$ cat src/rtl/node_tik_scheduler.sv
// Per-timestep neuron sweep sequencer: waits for a quiet input path, then strobes sd and soma.
// Optional stall counter when NODE_SCHED_PERF_EN is defined.
module node_tik_scheduler #(
  parameter int unsigned NNW    = 12,
  parameter int unsigned SD_LAT = 2,
  parameter int unsigned SCW    = 16
) (
  input  logic           clk_i,
  input  logic           rst_ni,
  input  logic           tik_i,
  input  logic           enable_i,
  input  logic [NNW-1:0] neu_num_i,
  input  logic           axon_busy_i,
  input  logic           spk_in_empty_i,
  input  logic           spk_out_afull_i,
  output logic           sd_vld_o,
  output logic           sd_clear_o,
  output logic [NNW-1:0] sd_vm_addr_o,
  output logic           soma_vld_o,
  output logic [NNW-1:0] soma_vm_addr_o,
  output logic           busy_o,
  output logic           done_o,
  output logic           overrun_o,
  output logic [SCW-1:0] stall_cnt_o
);

  typedef enum logic [2:0] {StIdle, StWait, StSweep, StDrain, StDone} state_e;

  state_e         state_q, state_d;
  logic [NNW-1:0] idx_q, idx_d;
  logic [NNW-1:0] n_lat_q, n_lat_d;
  logic           pending_q, pending_d;

  // Stage 0 drives sd, stage SD_LAT drives soma.
  logic [SD_LAT:0] vld_q, vld_d;
  logic [NNW-1:0]  addr_q [SD_LAT+1];
  logic [NNW-1:0]  addr_d [SD_LAT+1];

  logic busy_q, busy_d;
  logic done_q, done_d;
  logic overrun_q, overrun_d;

  logic inputs_quiet;
  logic issue;
  logic last_issue;
  logic pipe_empty;

  assign inputs_quiet = !axon_busy_i && spk_in_empty_i;
  assign issue        = (state_q == StSweep) && !spk_out_afull_i;
  assign last_issue   = issue && (idx_q == n_lat_q - NNW'(1));
  // Everything still in flight except the strobe currently presented to soma.
  assign pipe_empty   = (vld_q[SD_LAT-1:0] == '0);

  always_ff @(posedge clk_i or negedge rst_ni) begin
    if (!rst_ni) begin
      state_q <= StIdle;
    end else begin
      state_q <= state_d;
    end
  end

  always_comb begin
    state_d   = state_q;
    idx_d     = idx_q;
    n_lat_d   = n_lat_q;
    pending_d = pending_q;
    if (tik_i && (state_q != StIdle)) begin
      pending_d = 1'b1;
    end
    unique case (state_q)
      StIdle: begin
        if ((tik_i && enable_i) || pending_q) begin
          state_d   = StWait;
          n_lat_d   = neu_num_i;
          pending_d = 1'b0;
        end
      end
      StWait: begin
        if (inputs_quiet) begin
          state_d = (n_lat_q == '0) ? StDone : StSweep;
        end
      end
      StSweep: begin
        if (last_issue) begin
          state_d = StDrain;
          idx_d   = '0;
        end else if (issue) begin
          idx_d = idx_q + NNW'(1);
        end
      end
      StDrain: begin
        if (pipe_empty) begin
          state_d = StDone;
        end
      end
      StDone: begin
        if (pending_q) begin
          // The queued tik is consumed here; a tik in this same cycle becomes the new one.
          state_d   = StWait;
          n_lat_d   = neu_num_i;
          pending_d = tik_i;
        end else begin
          state_d = StIdle;
        end
      end
      default: state_d = StIdle;
    endcase
  end

  always_comb begin
    vld_d     = {vld_q[SD_LAT-1:0], issue};
    addr_d[0] = issue ? idx_q : '0;
    for (int unsigned i = 1; i <= SD_LAT; i++) begin
      addr_d[i] = addr_q[i-1];
    end
    busy_d    = (state_d != StIdle) || (vld_d != '0);
    done_d    = (state_d == StDone);
    overrun_d = tik_i && (state_q != StIdle);
  end

  always_ff @(posedge clk_i or negedge rst_ni) begin
    if (!rst_ni) begin
      idx_q     <= '0;
      n_lat_q   <= '0;
      pending_q <= 1'b0;
      vld_q     <= '0;
      for (int unsigned i = 0; i <= SD_LAT; i++) begin
        addr_q[i] <= '0;
      end
      busy_q    <= 1'b0;
      done_q    <= 1'b0;
      overrun_q <= 1'b0;
    end else begin
      idx_q     <= idx_d;
      n_lat_q   <= n_lat_d;
      pending_q <= pending_d;
      vld_q     <= vld_d;
      for (int unsigned i = 0; i <= SD_LAT; i++) begin
        addr_q[i] <= addr_d[i];
      end
      busy_q    <= busy_d;
      done_q    <= done_d;
      overrun_q <= overrun_d;
    end
  end

  assign sd_vld_o       = vld_q[0];
  assign sd_clear_o     = vld_q[0];
  assign sd_vm_addr_o   = addr_q[0];
  assign soma_vld_o     = vld_q[SD_LAT];
  assign soma_vm_addr_o = addr_q[SD_LAT];
  assign busy_o         = busy_q;
  assign done_o         = done_q;
  assign overrun_o      = overrun_q;

`ifdef NODE_SCHED_PERF_EN
  logic [SCW-1:0] stall_cnt_q;

  always_ff @(posedge clk_i or negedge rst_ni) begin
    if (!rst_ni) begin
      stall_cnt_q <= '0;
    end else if ((state_q == StSweep) && spk_out_afull_i && (stall_cnt_q != '1)) begin
      stall_cnt_q <= stall_cnt_q + SCW'(1);
    end
  end

  assign stall_cnt_o = stall_cnt_q;
`else
  assign stall_cnt_o = '0;
`endif

endmodule

$ cat config.mk
export PLATFORM = sky130hd
export DESIGN_NAME = node_tik_scheduler
export DESIGN_NICKNAME = d
export VERILOG_FILES = /design/src/rtl/node_tik_scheduler.sv
export SDC_FILE = /design/constraint.sdc
export NUM_CORES = 1
export LEC_CHECK = 0
export ABC_AREA = 1
export BUFFER_PORTS_ARGS = -buffer_cell sky130_fd_sc_hd__buf_2
export CAP_MARGIN = 20
export CORE_ASPECT_RATIO = 0.6
export CORE_MARGIN = 5
export CORE_UTILIZATION = 55
export DETAILED_ROUTE_END_ITERATION = 8
export PLACE_DENSITY_LB_ADDON = 0.15
export SLEW_MARGIN = 15
export SYNTH_ARGS = -nofsm -noshare
export SYNTH_HDL_FRONTEND = slang
export SYNTH_SLANG_ARGS = --single-unit
$ cat constraint.sdc
create_clock -name clk_i -period 2.41 [get_ports clk_i]
set_input_delay 0.3615 -clock clk_i [delete_from_list [all_inputs] [get_ports clk_i]]
set_output_delay 0.3615 -clock clk_i [all_outputs]
set_load 0.02 [all_outputs]
==> out/metrics.csv <==
stage,metric,value,unit
sta,Max Clock Freq,0.491,GHz
logic_synthesis,synthesized area,0.00324,mm2
placement,DP Area,0.00342,mm2
cts,CTS Root Cell,clkbuf_8,
cts,Num CTS Buffers,9,
setup_path,flop2flop setup slack,0.37,ns
cells_and_area,"commonest non-fill, non-tap cell in the layout",dfrtp_1,
pwr,switching power,0.00165,W
sta,total negative setup slack,0,ns
setup_path,crit end category,flip-flop,
pwr,Pint,0.00236,W
grt,Tot GR Track Use,17.4,%
logic_synthesis,Syn Inst Count,364,
setup_path,Slowest cell on crit path,dfrtp_1,
grt,initial antenna violation count,0,
pwr,pwr/cell area,1120,mW/mm2
setup_path,critical-path cell list,"inv_1, ha_1, xor2_1, nand2_1, nor2_1, nand2_1, nor2_1, nand2_1, nor2_1, nand3_2, nand3_1, inv_1",
flow_run,MaxCap Viol Count,0,
cells_and_area,Layout Nets,427,
placement,port bufs,48,
logic_synthesis,Synth Area in Compound Gates,3.47,%
cts,# resized after CTS,0,
placement,detailed-placement wirelength estimate,4610,um
pwr,maximum vdd ir drop,0.676,mV
sta,period utilisation layout,84.5,%
drt,routed length per instance,12.3,um
cts,CTS Sinks,70,
cells_and_area,Area Overhead vs Synth,10.7,%
pwr,Clock Power Share,19.6,%
sta,final hold vios,0,
cells_and_area,register area,0.00175,mm2
setup_path,type of origin of the critical path,flip-flop,
placement,Final GP Congestion,0.897,
cts,CTS Buffer Depth,2,
cts,H-tree Lvls,3,
logic_synthesis,"Seq/Total Area, Yosys",54.0,%
sta,Setup-failing EPs final,0,
hold_path,Hold Crit Class,in -> reg,
die,full die area,0.00758,mm2
setup_path,CP Data Required Time,2.65,ns
cells_and_area,Multi-input gate area,0.00112,mm2
pwr,P_leak,2.02,nW
cells_and_area,FILL cells,496,
logic_synthesis,Synth Warn #,0,
cts,CTS tree,built,
drt,drt first pass iters,5,
grt,vias in the first global route,2105,
logic_synthesis,"Avg Cell Area, Syn",8.91,um2
logic_synthesis,Synth Area in XOR/XNOR,2.16,%
logic_synthesis,proportion of synthesized area in mux cells,1.04,%
die,Core Area,0.00565,mm2
pwr,Gate power share,36.6,%
sta,headroom to the max-slew limit,57.1,%
drt,post-DR vias/cell,4.81,
sta,Final Slew Violations,0,
cts,hold_buf cts,1,
sta,Tightest Pin Transition,0.642,ns
cells_and_area,share of layout cells above drive strength 1,22.7,%
logic_synthesis,Synth Register Bits,70,
setup_path,"slowest stage delay, CP",0.37,ns
sta,worst hold slack,0.218,ns
cts,worst skew pair latency,0.34,ns
grt,grt total ovfl,0,
sta,clk_skew,0.00453,ns
drt,vias,2357,
drt,DRT antenna net count,0,
die,Die X,109,um
logic_synthesis,"Top FF cell, synth",dfrtp_1,
logic_synthesis,main combinational cell family by area after synthesis,simple AND/OR/NAND/NOR gates,
die,initial core utilization,57.4,%
cells_and_area,Finished Cell Area,0.00359,mm2
drt,DRC,0,
die,IO Count,65,
die,row count,21,
logic_synthesis,Simple-Gate Fraction of Synth Area,25.2,%
drt,Initial DRC Count,99,
sta,RSZ-0062 raised after global routing,no,
die,Die Y,69.5,um
pwr,sequential power share,43.8,%
run_status,status,"complete, no violations",
grt,largest net degree at the start of global routing,49,
pwr,sw frac,41.1,%
cells_and_area,"commonest non-fill, non-tap cells in the layout","dfrtp_1 (70), nand2_1 (69), buf_2 (48), nor2_1 (47), inv_1 (43)",
grt,first-pass GRT wire length,10000,um
logic_synthesis,"EDFF count, synth",0,
sta,min Tclk post-route,2.04,ns
drt,Total Routed Length,6020,um
setup_path,Worst Path Arrival,2.27,ns
logic_synthesis,Netlist cell types,31,
logic_synthesis,Post-Synth Adder-Cell Area,0.772,%
cells_and_area,ANT cells,0,
setup_path,crit path kind,reg -> reg,
cts,setup bufs post-CTS,0,
cts,clock-pin slew on the worst setup and hold paths,0.07,ns
setup_path,critical-path maximum fanout,12,
logic_synthesis,async set or reset register ratio after synthesis,100,%
## metal layers
layer / wire length [um] / GRT usage, % / up-vias
met1: 3050 / 26.4 / 1101
met4: 68 / 5.88 / 0
li1: - / - / 1169
met5: 0 / 0 / -
met2: 2400 / 22.4 / 80
met3: 500 / 6.70 / 7
## final timing paths
path                                 startpoint                end  depth (start not counted)
worst max-delay path                 n_lat_q[0]           idx_q[8]                         12
worst min-delay path            spk_out_afull_i           vld_q[0]                          2
worst max register to register       n_lat_q[0]           idx_q[8]                         12
worst min register to register        addr_d[7]  soma_vm_addr_o[7]                          0
max in group asynchronous                rst_ni           idx_q[5]                          3
min in group asynchronous                rst_ni         n_lat_q[9]                          2
## cell families after synthesis
group           Yosys count
flops                    70
fa+ha+maj                 2
simple gates            175
xor+xnor                  8
other cells               1
compound gates           22
buf+inv                  83
mux                       3
## power groups by stage
| stage | clock network (W) | registers (W) | logic, W |
|---|---|---|---|
| 2_1_floorplan | 0 | 0.00177 | 0.00114 |
| 3_3_place_gp | 0 | 0.00177 | 0.00143 |
| 3_5_place_dp | 0 | 0.00177 | 0.00146 |
| 4_1_cts | 0.000814 | 0.00175 | 0.00147 |
| 5_1_grt | 0.000874 | 0.00180 | 0.00168 |
| 6_report | 0.000786 | 0.00176 | 0.00146 |
## cell type report
cell class | instances | area share [%]
sequential | 70 | 48.8
multi-input combinational | 226 | 31.1
timing repair buffer | 51 | 7.74
inverter | 48 | 5.02
clock buffer | 9 | 3.45
tap | 80 | 2.79
clock inverter | 6 | 1.08
## sequential cells by signal (all words and copies together) (netlist names), 3 cells and up
register / cells
state_q: 3
addr_d: 12
sd_vm_addr_o: 12
soma_vm_addr_o: 12
n_lat_q: 12
idx_q: 12
vld_q: 3
## critical path, delay by kind of cell, from the launching register on
kind	cells	cell delay, ns
AND/OR/NAND/NOR	8	0.96
adder cells (fa/ha/maj)	1	0.31
flip-flops	1	0.37
XOR/XNOR	1	0.14
buffers and inverters	2	0.14
## through the flow
stage / instances / power [W] / worst slack (ns) / utilization, %
2_1_floorplan: 379 / 0.00291 / 0.719 / -
3_3_place_gp: 474 / 0.00319 / 0.499 / 60.5
3_5_place_dp: 474 / 0.00324 / 0.384 / 60.5
4_1_cts: 490 / 0.00404 / 0.369 / 63.5
5_1_grt: 490 / 0.00435 / 0.180 / 63.5
6_report: 490 / 0.00401 / 0.375 / 63.5
## Yosys cell counts (3+ instances only)
cell      n  area share (%)
a21oi_1  11             1.7
buf_4    29             6.7
dfrtp_1  70              54
inv_1    43             5.0
inv_2     5            0.58
mux2_2    3             1.0
nand2_1  69             8.0
nand2_2   4            0.77
nand3_1  26             4.0
nand3_2   4             1.2
nand4_1   7             1.4
nor2_1   47             5.4
nor2_2    7             1.4
nor2_4    3             1.0
nor3_1    3            0.46
o21ai_0   8             1.2
xnor2_1   4             1.1
xor2_1    4             1.1
Note: power is estimated with default switching activity, not from simulation.
